`config.mk`:
```
export PLATFORM = sky130hd
export DESIGN_NAME = fetch_pc_unit
export DESIGN_NICKNAME = d
export VERILOG_FILES = /design/src/rtl/fetch_pkg.sv /design/src/rtl/branch_target_calc.sv /design/src/rtl/fetch_pc_unit.sv
export SDC_FILE = /design/constraint.sdc
export NUM_CORES = 1
export LEC_CHECK = 0
export ABC_AREA = 1
export BUFFER_PORTS_ARGS = -buffer_cell sky130_fd_sc_hd__buf_2
export CAP_MARGIN = 30
export CORE_UTILIZATION = 40
export DETAILED_ROUTE_END_ITERATION = 8
export HOLD_SLACK_MARGIN = 0.15
export PLACE_DENSITY = 0.67
export SYNTH_ARGS = -nofsm -noshare
export SYNTH_HDL_FRONTEND = slang
export SYNTH_SLANG_ARGS = --single-unit
export TNS_END_PERCENT = 1
```
`constraint.sdc`:
```
create_clock -name clk -period 4.6 [get_ports clk]
set_input_delay 0.69 -clock clk [delete_from_list [all_inputs] [get_ports clk]]
set_output_delay 0.69 -clock clk [all_outputs]
set_load 0.01 [all_outputs]
```
`src/rtl/fetch_pkg.sv`:
```
// Shared types for the fetch PC unit: branch kinds, FSM states, instruction size.
// Pure declarations; no latency or backpressure of its own.
package fetch_pkg;

    typedef enum logic [1:0] {
        BK_B  = 2'd0,
        BK_CB = 2'd1,
        BK_BR = 2'd2
    } br_kind_t;

    typedef enum logic [1:0] {
        BOOT  = 2'd0,
        RUN   = 2'd1,
        REDIR = 2'd2
    } pc_state_t;

    localparam int INSTR_BYTES = 4;

endpackage

```
`src/rtl/branch_target_calc.sv`:
```
// Branch target mux and shift-add; flags misaligned register targets and illegal kinds.
// Purely combinational, zero latency, no backpressure.
module branch_target_calc
    import fetch_pkg::*;
#(
    parameter int PC_WIDTH = 64
) (
    input  logic [1:0]          kind_i,
    input  logic [PC_WIDTH-1:0] pc_i,
    input  logic [PC_WIDTH-1:0] imm_ext_i,
    input  logic [PC_WIDTH-1:0] reg_target_i,
    output logic [PC_WIDTH-1:0] target_o,
    output logic                misalign_o,
    output logic                illegal_o
);

    always_comb begin
        target_o   = pc_i + (imm_ext_i << 2);
        misalign_o = 1'b0;
        illegal_o  = 1'b0;
        case (kind_i)
            BK_B, BK_CB: target_o = pc_i + (imm_ext_i << 2);
            BK_BR: begin
                // Register targets are force-aligned; the dropped bits are reported instead.
                target_o   = reg_target_i & ~PC_WIDTH'(3);
                misalign_o = (reg_target_i[1:0] != 2'b00);
            end
            default: illegal_o = 1'b1;
        endcase
    end

endmodule

```
`src/rtl/fetch_pc_unit.sv`:
```
// Program counter with sequential fetch, taken-branch redirect, flush pulse and sticky misalign flag.
// Redirect costs one bubble cycle; stall/fetch_ready only gate the PC+4 advance, never a redirect.
module fetch_pc_unit
    import fetch_pkg::*;
#(
    parameter int                     PC_WIDTH = 64,
    parameter logic [PC_WIDTH-1:0]    RESET_PC = '0
) (
    input  logic                clk,
    input  logic                reset_n,
    input  logic                stall,
    input  logic                fetch_ready,
    output logic                fetch_valid,
    output logic [PC_WIDTH-1:0] fetch_pc,
    input  logic                br_valid,
    output logic                br_ready,
    input  logic                br_taken,
    input  logic [1:0]          br_kind,
    input  logic [PC_WIDTH-1:0] br_pc,
    input  logic [PC_WIDTH-1:0] br_imm_ext,
    input  logic [PC_WIDTH-1:0] br_reg_target,
    output logic                redirect_flush,
    output logic                misalign_err
);

    pc_state_t           state_q, state_d;
    logic [PC_WIDTH-1:0] pc_q, pc_d;
    logic                flush_q, flush_d;
    logic                err_q, err_d;

    logic [PC_WIDTH-1:0] target;
    logic                tgt_misalign;
    logic                kind_illegal;
    logic                take_branch;

    branch_target_calc #(
        .PC_WIDTH (PC_WIDTH)
    ) u_target (
        .kind_i       (br_kind),
        .pc_i         (br_pc),
        .imm_ext_i    (br_imm_ext),
        .reg_target_i (br_reg_target),
        .target_o     (target),
        .misalign_o   (tgt_misalign),
        .illegal_o    (kind_illegal)
    );

    always_comb begin
        state_d     = state_q;
        pc_d        = pc_q;
        flush_d     = 1'b0;
        err_d       = err_q;
        fetch_valid = 1'b0;
        br_ready    = 1'b0;
        take_branch = 1'b0;
        case (state_q)
            BOOT: state_d = RUN;
            RUN: begin
                fetch_valid = 1'b1;
                br_ready    = 1'b1;
                take_branch = br_valid && br_taken && !kind_illegal;
                if (br_valid && kind_illegal) begin
                    err_d = 1'b1;
                end
                if (take_branch) begin
                    // Redirect wins over any same-cycle fetch handshake.
                    pc_d    = target;
                    flush_d = 1'b1;
                    state_d = REDIR;
                    if (tgt_misalign) begin
                        err_d = 1'b1;
                    end
                end else if (fetch_ready && !stall) begin
                    pc_d = pc_q + PC_WIDTH'(INSTR_BYTES);
                end
            end
            REDIR: state_d = RUN;
            default: state_d = BOOT;
        endcase
    end

    always_ff @(posedge clk or negedge reset_n) begin
        if (!reset_n) begin
            state_q <= BOOT;
            pc_q    <= RESET_PC;
            flush_q <= 1'b0;
            err_q   <= 1'b0;
        end else begin
            state_q <= state_d;
            pc_q    <= pc_d;
            flush_q <= flush_d;
            err_q   <= err_d;
        end
    end

    assign fetch_pc       = pc_q;
    assign redirect_flush = flush_q;
    assign misalign_err   = err_q;

endmodule

```
Yosys cells after proc, flatten, opt, wreduce, memory -nomap -nowiden
Index checks and enable logic that the tools add are counted.
Word-level totals
  register bits: 68
  word-level logic and storage cells: 36
Cells by class
  mux-type cells: 13
  add/subtract/negate cells: 2
  eq/ne operators: 5
  reductions and logical operators: 12
Operators with widths (number)
  2-to-1 mux 64 bit: 3
  adder 64 x 3 -> 64 bit (second input constant): 1
  adder 64 bit: 1
  2-to-1 mux 1 bit: 8
  equality test 2 x 1 -> 1 bit (second input constant): 2
  equality test 2 bit (second input constant): 2
  logical AND 1 bit: 4
  zero test 2 bit: 2
  case mux 2 bit (2 select lines): 1
  nonzero test 2 bit: 2
  OR reduction 3 bit: 1
  2-to-1 mux 2 bit: 1
  inequality test 2 bit (second input constant): 1
  AND reduction 2 bit: 1
  OR reduction 2 bit: 1
  zero test 1 bit: 1

Longest topological paths before layout
Gate-level depths: netlist (run 1).
  word-level depth: 7
  gate-level depth with buffers: 17
  mapped depth without buffers: 17

Hierarchy
Synthesis (run 1) repeated with hierarchy kept, for this count alone.
Second synthesis, totals
  cells, all modules: 2272
  area total of the unflattened synthesis: 11674.9 um^2
By module, submodules not included
  branch_target_calc: area each 6393.6 um^2, instances 1, cells each 1381
  fetch_pc_unit: area each 5281.3 um^2, instances 1, cells each 891

Worst setup path after synthesis (run 1)
No wires, ideal clock.
  path type: input-to-reg
  from: in br_pc[2]
  to: reg pc_q[40], in the netlist fetch_pc[40]
  stages on the path: 12
  slack: 2.202 ns
  arrival time: 2.273 ns
  library setup time: 0.126 ns
  cell sequence: ha_1 fa_1 nand3_1 nand3_2 nand2_1 nand2_1 nand2_1 nand3_1 a21oi_1 nor2_1 o21ai_0 a21oi_1
On the way
  word-level cells in the longest chain between the ends: 3
RTL lines
  from (decl): RTL line fetch_pc_unit.sv:19  | input logic [PC_WIDTH-1:0] br_pc,
  adder 64 bit: RTL line branch_target_calc.sv:18, branch_target_calc.sv:22
  2-to-1 mux 64 bit
  2-to-1 mux 64 bit: RTL line fetch_pc_unit.sv:65  | if (take_branch) begin
  to (signal assigned): RTL line fetch_pc_unit.sv:90  | pc_q <= pc_d;
  to (decl): RTL line fetch_pc_unit.sv:27  | logic [PC_WIDTH-1:0] pc_q, pc_d;
Every way passes these cells.
A chain may end at the register's enable or synchronous reset.

Worst setup path in the final report (run 1)
  from: in br_pc[2]
  to: reg pc_q[24], in the netlist fetch_pc[24]
Same word-level chain as after synthesis.

==> results of run 1 <==
==> routing by layer <==
metal	GRT usage, %	share of wire (%)	up-vias
met5	0	0	-
met4	9.09	2.4	0
met3	2.37	5.4	52
met2	53.1	47	469
met1	42.0	45	6106
li1	-	-	6863
==> critical path: cells and delay by family <==
| kind | cells | cell delay, ns |
|---|---|---|
| compound gates | 2 | 0.66 |
| xor+xnor | 1 | 0.19 |
| fa+ha+maj | 2 | 0.69 |
| buf+inv | 1 | 0.10 |
| simple gates | 6 | 0.66 |
==> logic make-up after synthesis <==
kind of cell    Yosys count
xor+xnor                 75
simple gates           1213
fa+ha+maj                63
compound gates          244
flops                    68
buf+inv                 390
==> layout by cell type (no fill, tap or decap), types with 11 or more instances in the layout <==
master and instances:
nand2_1 660, inv_1 343, nor2_1 326, buf_2 265, a21oi_1 151, nand3_1 120
dfrtp_1 68, ha_1 62, o21ai_0 49, xor2_1 48, nor3_1 27, xnor2_1 27
nor2_2 17, nand4_1 16, nor3_2 13, nand2_2 11, o21bai_1 11
==> registers in the layout, indices dropped and copies added (netlist names) <==
signal	flops
state_q	2
redirect_flush	1
fetch_pc	64
misalign_err	1
==> cell type report <==
cell class	instances	area [µm²]	area share [%]
Multi-Input combinational cell	1595	7830	60.4
Sequential cell	68	1700	13.1
Timing Repair Buffer	272	1380	10.6
Inverter	349	1310	10.1
Tap cell	341	427	3.29
Clock buffer	11	253	1.95
Clock inverter	5	58.8	0.454
Antenna cell	2	5.00	0.0386
==> power by group through the flow <==
stage	sequential (W)	combinational, W	clock [W]
2_1_floorplan	0.00116	0.00142	0
3_3_place_gp	0.00117	0.00228	0
3_5_place_dp	0.00117	0.00230	0
4_1_cts	0.00116	0.00231	0.000755
5_1_grt	0.00120	0.00259	0.000775
6_report	0.00117	0.00233	0.000752
==> through the flow <==
stage / total power [W] / setup WS [ns] / cells / util (%)
after floorplan: 0.00257 / 2.20 / 2053 / -
after global placement: 0.00345 / 1.60 / 2625 / 46.9
after detailed placement: 0.00347 / 1.57 / 2625 / 46.9
after CTS: 0.00423 / 1.93 / 2641 / 48.1
after global routing: 0.00457 / 1.73 / 2643 / 48.1
final: 0.00425 / 1.82 / 2643 / 48.1
==> how the worst max path moves through the flow <==
stage | slack [ns] | end | cells past startpoint | startpoint
after floorplan | 2.20 | fetch_pc[40] | 12 | br_pc[2]
after global placement | 1.60 | fetch_pc[24] | 12 | br_pc[2]
after detailed placement | 1.57 | fetch_pc[24] | 12 | br_pc[2]
after CTS | 1.93 | fetch_pc[24] | 12 | br_pc[2]
after global routing | 1.73 | fetch_pc[24] | 12 | br_pc[2]
final | 1.82 | fetch_pc[24] | 12 | br_pc[2]
==> summary.md, run 1 <==
| Metric | Value |
|---|---|
| Yosys reg bits | 68 |
| Worst-path fanout max | 4 |
| Top-count cell post-synth | nand2_1 |
| Max_slew headroom | 40.6% |
| Tcrit/Tclk final | 60.4% |
| RePlAce Congestion | 1.01 |
| Sequential Power Share | 27.5% |
| Row count | 60 |
| Later-pin clock latency in the skew report | 0.35 ns |
| Initial cell density of the core | 40.9% |
| Cell Area, Placed | 0.0126 mm² |
| CTS Hold Buffers Added | 0 |
| Worst path cell trace | buf_2, ha_1, fa_1, nand3_1, nand3_2, nand2_1, nand2_1, nand2_1, nand3_1, xor2_1, o21ai_0, a31oi_1 |
| Hold Violations, Final | 0 |
| Vias in the first global route | 12300 |
| DR iter-0 viols | 1120 |
| CTS Sinks | 68 |
| R2r endpoint | fetch_pc[54] |
| Power Density | 328 mW/mm² |
| Status | completed |
| Mapped Area | ~0.011 mm² |
| Initial antenna violation count | 2 |
| Mapped Nets | 2316 |
| # H-tree levels | 3 |
| CP endpoint kind | flop |
| IO buf count | approximately 270 |
| NetSw | 0.00217 W |
| R2r startpoint | fetch_pc[2] |
| CP arrival | 2.97 ns |
| VDD IR max | roughly 0.18 mV |
| Fmax achieved | 360 MHz |
| Ys async rst share | 100% |
| Post-Synthesis Cells | between 2000 and 2500 |
| WP data required | 4.79 ns |
| GRT overflow | 0 |
| Number of I/O pins | 268 |
| Critical Path Most Common Cell | nand2_1 |
| Switching share of power | 51.0% |
| Synth-to-Final Area Change | 17.7% |
| Seq/Total Area, Yosys | around 15% |
| RSZ-0062 raised after global routing | false |
| Clock Power Share | 17.7% |
| Leakage | 7.37 nW |
| Synth cell count leaders | 660 x nand2_1, 343 x inv_1, 327 x nor2_1 |
| Clock tree buffer depth | 2 |
| Fin Clk Skew | 0.0114 ns |
| Compound-Gate Fraction of Synth Area | 12.0% |
| Post-synthesis mux area share | 0% |
| Post-DP HPWL | 37700 µm |
| Via density | between 5 and 6 |
| Simple-Gate Fraction of Synth Area | a little under half |
| Synth Warn # | 0 |
| Nets | 2558 |
| Synth Area in Adders | 7.22% |
| Largest net degree at the start of global routing | 88 |
| TritonCTS clock tree | yes |
| Number of remaining DRC errors | 0 |
| TNS Setup | 0 ns |
| Count of different cell masters after synthesis | 40 |
| XOR/XNOR share of the synthesized area | 5.96% |
| Max Transition Viols Final | 0 |
| WL final | 44300 µm |
| Chip height | approximately 170 µm |
| Internal power | around 0.0021 W |
| Synth top area share | between 20 and 25% |
| Layout fillers | 3025 |
| Gate power share | 54.8% |
| 1st-pass router iterations | 7 |
| First-pass GRT wire length | 67600 µm |
| Vias | 13500 |
| Cell taking the most area after synthesis | nand2_1 |
| CTS clk-pin slew, worst paths | 0.07 ns |
| All-Layer GR Usage | 31.2% |
| Chip Width | around 170 µm |
| CTS resizes | 0 |
| Mean post-synth cell area | 5.36 µm² |
| Post-synth EDFFs | 0 |
| Root Driver | clkbuf_16 |
| DIE AREA | 0.0282 mm² |
| CP max-delay cell | o21ai_0 |
| Worst Hold Class | in -> async |
| Layout cells sized above 1 | 15.2% |
| Largest stage delay, worst path | roughly 0.48 ns |
| Main combinational cell family by area after synthesis | simple AND/OR/NAND/NOR gates |
| Most used DFF post-synth | dfrtp_1 |
| R2R Setup Slk | about 2.1 ns |
| Reg2Reg Depth | 9 |
| Num CTS Buffers | 9 |
| Most area-consuming cells after synthesis | nand2_1 22%, dfrtp_1 15%, inv_1 12% |
| Setup Buffers After CTS | 0 |
| Design Area, Final | roughly 0.013 mm² |
| Crit start category | input pin |
| Min Tclk post-route | 2.78 ns |
| Wire length per cell | 16.8 µm |
| WS Path Type | in -> reg |
| Slew @ Worst Pin | 0.891 ns |
| Max_cap viols | 0 |
| Core Area | approximately 0.027 mm² |
| ANT nets after route | 0 |
| Hold Slack | 0.433 ns |
| Final setup fails | 0 |
(Power assumes the default switching activity.)
==> run 2: changes to the inputs <==
Settings changed: PLACE_DENSITY 0.67 to 0.69.
Clock period 4.6 ns to 2.3 ns, I/O delays scaled along.
==> summary.md, run 2 (same netlist as run 1, synthesis figures left out) <==
| Metric | Value |
|---|---|
| Status | completed |
| R2R Setup Slk | 0.1 ns |
| WL final | 44300 µm |
| GR Util met1 | 42.5% |
| Crit start category | flop |
| Post-DP HPWL | 38100 µm |
| Number of I/O pins | 268 |
| WS Path Type | reg -> reg |
| RePlAce Congestion | approximately 0.97 |
| Max_cap viols | 0 |
| RSZ-0062 raised after global routing | true |
| R2r endpoint | fetch_pc[53] |
| Vias | about 14000 |
| Reg2Reg Depth | 8 |
| Tcrit/Tclk final | 95.8% |
| Layout cells sized above 1 | 19.6% |
| Clock tree buffer depth | 2 |
| Most Crowded Layer GR | met2 |
| First-pass GRT wire length | 68800 µm |
| Later-pin clock latency in the skew report | approximately 0.34 ns |
| Hold Path Depth | 3 |
| Max Transition Viols Final | 0 |
| Setup Buffers After CTS | 0 |
| Commonest cells after routing, fill and taps aside | 660 x nand2_1, 343 x inv_1, 325 x nor2_1 |
| Commonest non-fill, non-tap cell in the layout | nand2_1 |
| Worst path cell trace | inv_1, nor3_1, nand2_1, nor3_2, nand3_1, xnor2_1, a21oi_1, a21oi_1 |
| R2r startpoint | fetch_pc[16] |
| Crit path max-delay family | simple AND/OR/NAND/NOR gates |
| Crit path depth | 8 |
| Core Area | 0.0270 mm² |
| 1st-pass router iterations | 7 |
| Chip height | 168 µm |
| Row count | 60 |
| Min Tclk post-route | 2.20 ns |
| Max_slew headroom | about three fifths |
| Max reg flops | between 60 and 70 |
| TritonCTS clock tree | yes |
| Num CTS Buffers | 9 |
| Vias in the first global route | approximately 13000 |
| Critical Path Most Common Cell | a21oi_1 |
| Diode count | 0 |
| Largest stage delay, worst path | 0.43 ns |
| Synth-to-Final Area Change | 26.6% |
| Wire length per cell | ~16 µm |
| Fin Clk Skew | 0.00980 ns |
| Initial cell density of the core | 40.9% |
| Nets | 2683 |
| All-Layer GR Usage | between 30% and 40% |
| CTS Sinks | approximately 70 |
| Fmax achieved | between 400 and 500 MHz |
| Worst Hold Class | in -> reg |
| Leakage | around 8 nW |
| # H-tree levels | 3 |
| WP data required | 2.52 ns |
| Min-delay src | br_pc[0] |
| Chip Width | about 170 µm |
| Slew @ Worst Pin | 0.571 ns |
| Worst-path fanout max | 4 |
| GRT overflow | 0 |
| Initial antenna violation count | 0 |
| Power Density | 635 mW/mm² |
| Via density | 5.03 |
| CP max-delay cell | dfrtp_1 |
| Final total power | 0.00886 W |
| DR iter-0 viols | 1178 |
| IO buf count | ~270 |
| DIE AREA | 0.0282 mm² |
| Met3 usage in global routing | around 2.0% |
| Hold Slack | 0.231 ns |
| CP endpoint kind | flop |
| ANT nets after route | 0 |
| CTS clk-pin slew, worst paths | 0.06 ns |
| Met2 global-route usage | 53.4% |
| Crit path buffers/inverters | 1 |
| Hold Violations, Final | 0 |
| Largest net degree at the start of global routing | 80 |
| VDD IR max | 0.372 mV |
| CP arrival | 2.42 ns |
| Number of remaining DRC errors | 0 |
| WHS Endpoint | fetch_pc[0] |
| Final setup fails | 0 |
| Root Driver | clkbuf_16 |
==> run 2: cell count changes in the layout (fill, tap and decap cells not counted), sizes merged <==
cell         before  now
dlygate4sd3       0    1
inv             350  349
buf             272  396
diode             2    0
clkbuf           11   10
clkinv            1    4
clkinvlp          2    1
==> run 2: timing repair <==
action | in CTS | in global routing
hold endpoints to repair | 68 | 0
resized for setup | 0 | 2
hold buffers | 1 | 0
setup endpoints to repair | 0 | 3
==> run 2: stage by stage <==
stage               utilization, %  TNS [ns]  area (µm²)  setup WS, ns  std cells
floorplan                        -         0       11000         0.247       2053
global placement              50.6    -0.398       13600       -0.0697       2749
detailed placement            50.6     -1.25       13600        -0.117       2749
CTS                           51.7         0       13900         0.184       2766
global route                  51.8  -0.00852       13900      -0.00852       2766
finish                        51.8         0       13900        0.0959       2766
==> run 2: routing by layer <==
metal  part of all wire, %  wire [µm]  vias to the layer above
met3                   5.4       2400                       64
met1                    45      20100                     6269
met2                    46      20500                      471
met4                   3.0       1330                        0
met5                     0          0                        -
li1                      -          -                     7110
==> run 2: area by class of cell <==
type / count / area, µm²
clock buffers: 10 / 229
clock inverters: 6 / 65.1
fillers: 2987 / 13000
inverters: 349 / 1310
multi-input cells: 1595 / 7830
flip-flops and latches: 68 / 1700
well taps: 341 / 427
repair buffers: 397 / 2380
==> run 2: where the power goes <==
group          leakage (nW)  total (W)  internal [W]  switching [W]
Combinational          7.11    0.00519       0.00198        0.00322
Sequential            0.742    0.00225       0.00163       0.000629
Clock                 0.142    0.00142      0.000841       0.000575
==> run 2: worst register-to-register path, delay by kind of cell, from the launching register on <==
family	cells	cell delay [ns]
buffers and inverters	1	0.11
XOR/XNOR	1	0.15
flip-flops	1	0.43
AND/OR/NAND/NOR	4	1.19
AO/OA/AOI/OAI	2	0.20
==> run 2: worst max-delay path by stage <==
stage | from | slack, ns | to
after floorplan | br_pc[2] | 0.25 | fetch_pc[40]
after global placement | br_pc[46] | -0.07 | fetch_pc[48]
after detailed placement | br_pc[23] | -0.12 | fetch_pc[43]
after CTS | fetch_pc[18] | 0.18 | fetch_pc[57]
after global routing | br_pc[2] | -0.009 | fetch_pc[30]
final | fetch_pc[16] | 0.1 | fetch_pc[53]
==> run 3: changes to the inputs <==
Settings changed: REMOVE_ABC_BUFFERS from default to 1.
==> summary.md, run 3 (same netlist as run 1, synthesis figures left out) <==
| Metric | Value |
|---|---|
| All-Layer GR Usage | 32.3% |
| Power Density | 637 mW/mm² |
| Diode count | 0 |
| 1st-pass router iterations | 7 |
| Min Tclk post-route | around 2.1 ns |
| WS Path Type | in -> reg |
| WL final | 45900 µm |
| Vias in the first global route | approximately 13000 |
| Max reg flops | 64 |
| Setup Buffers After CTS | 0 |
| CP max-delay cell | fa_1 |
| Number of I/O pins | 268 |
| CP arrival | ~2.3 ns |
| Status | completed |
| Clock tree buffer depth | 2 |
| CP endpoint kind | flop |
| Synth-to-Final Area Change | 28.9% |
| # H-tree levels | 3 |
| Max Transition Viols Final | 0 |
| IO buf count | 265 |
| WP data required | ~2.5 ns |
| Post-DP HPWL | 39200 µm |
| Via density | slightly above 5 |
| RePlAce Congestion | a little under 1 |
| Nets | around 2700 |
| Number of remaining DRC errors | 0 |
| CTS Sinks | 68 |
| Leakage | 8.15 nW |
| Slew @ Worst Pin | 0.423 ns |
| Max_slew headroom | 71.7% |
| Worst path cell trace | buf_2, ha_1, fa_1, nand3_1, nand3_2, nand2_1, buf_4, a21oi_1, nor2_1, buf_4, xnor2_1, o21ai_0, a22oi_1 |
| Initial cell density of the core | 40.9% |
| Fmax achieved | 467 MHz |
| GRT overflow | 0 |
| Final setup fails | 0 |
| Worst Hold Class | in -> reg |
| Chip height | between 150 and 200 µm |
| Final total power | 0.00905 W |
| Hold Violations, Final | 0 |
| CTS clk-pin slew, worst paths | about 0.06 ns |
| Max_cap viols | 0 |
| Min-delay src | br_pc[1] |
| Tcrit/Tclk final | 93.0% |
| Row count | 60 |
| DIE AREA | 0.0282 mm² |
| Hold Path Depth | 3 |
| VDD IR max | between 0.3 and 0.4 mV |
| First-pass GRT wire length | roughly 71000 µm |
| Later-pin clock latency in the skew report | 0.34 ns |
| ANT nets after route | 0 |
| Largest stage delay, worst path | 0.40 ns |
| Largest net degree at the start of global routing | 78 |
| Critical Path Most Common Cell | buf_4 |
| Crit path from | br_pc[2] |
| Layout cells sized above 1 | 20.6% |
| Num CTS Buffers | 9 |
| Crit start category | input pin |
| Fin Clk Skew | approximately 0.0073 ns |
| Commonest non-fill, non-tap cell in the layout | nand2_1 |
| Commonest cells after routing, fill and taps aside | 660 x nand2_1, 343 x inv_1, 326 x nor2_1 |
| Initial antenna violation count | 0 |
| DR iter-0 viols | approximately 1100 |
| RSZ-0062 raised after global routing | false |
| Root Driver | clkbuf_16 |
| Worst-path fanout max | 4 |
| Core Area | around 0.027 mm² |
| TritonCTS clock tree | yes |
| Reg2Reg Depth | 8 |
| Chip Width | 168 µm |
| Wire length per cell | 16.4 µm |
| R2r startpoint | fetch_pc[27] |
| Layout fillers | 2900 |
| Hold Slack | 0.235 ns |
| Vias | 14200 |
-- run 3: worst paths after layout --
kind / end / slack (ns)
max in group asynchronous: fetch_pc[54] / 1.41
setup / recovery: fetch_pc[16] / 0.16
min in group asynchronous: fetch_pc[0] / 0.56
setup reg to reg: fetch_pc[60] / 0.16
hold / removal: fetch_pc[1] / 0.23
hold reg to reg: state_q[0] / 0.46
-- run 3: power by group --
part / internal [W] / switching, W
combinational: 0.00206 / 0.00325
clock: 0.000868 / 0.000589
sequential: 0.00162 / 0.000654
-- run 3: through the flow --
stage          setup WS [ns]  util, %  cell area, µm²  cells  TNS (ns)
4_1_cts                0.127     52.6           14200   2795         0
2_1_floorplan          -2.91        -           10800   2012   -175.43
5_1_grt               0.0168     52.7           14200   2795         0
3_3_place_gp          -0.170     51.5           13900   2778     -1.34
3_5_place_dp          -0.211     51.5           13900   2778     -2.24
6_report               0.160     52.7           14200   2795         0
-- run 3: worst max-delay path, delay by kind of cell --
| family | cells | cell delay, ns |
|---|---|---|
| AOI/OAI and AO/OA | 3 | 0.49 |
| xor gates and xnor gates | 1 | 0.07 |
| adders and majority gates | 2 | 0.64 |
| buffers and inverters | 3 | 0.34 |
| and+or+nand+nor | 4 | 0.46 |
-- run 3: what timing repair did --
| item | in CTS | in global routing |
|---|---|---|
| endpoints found under the setup margin | 0 | 3 |
| gates resized for setup | 0 | 3 |
| hold endpoints to repair | 68 | 0 |
| hold buffers | 1 | 0 |
-- run 3: routing by layer --
layer / global-route usage [%] / share of wire (%) / vias up
li1: - / - / 7170
met2: 54.7 / 46 / 471
met5: 0 / 0 / -
met3: 2.09 / 5.0 / 79
met4: 12.3 / 3.8 / 0
met1: 42.9 / 45 / 6440
-- run 3: cell type report --
| type | instances | area (µm²) | area share (%) |
|---|---|---|---|
| Sequential cell | 68 | 1700 | 12.0 |
| Clock inverter | 6 | 63.8 | 0.449 |
| Inverter | 349 | 1310 | 9.23 |
| Clock buffer | 10 | 239 | 1.68 |
| Timing Repair Buffer | 426 | 2610 | 18.4 |
| Multi-Input combinational cell | 1595 | 7850 | 55.3 |
| Tap cell | 341 | 427 | 3.00 |
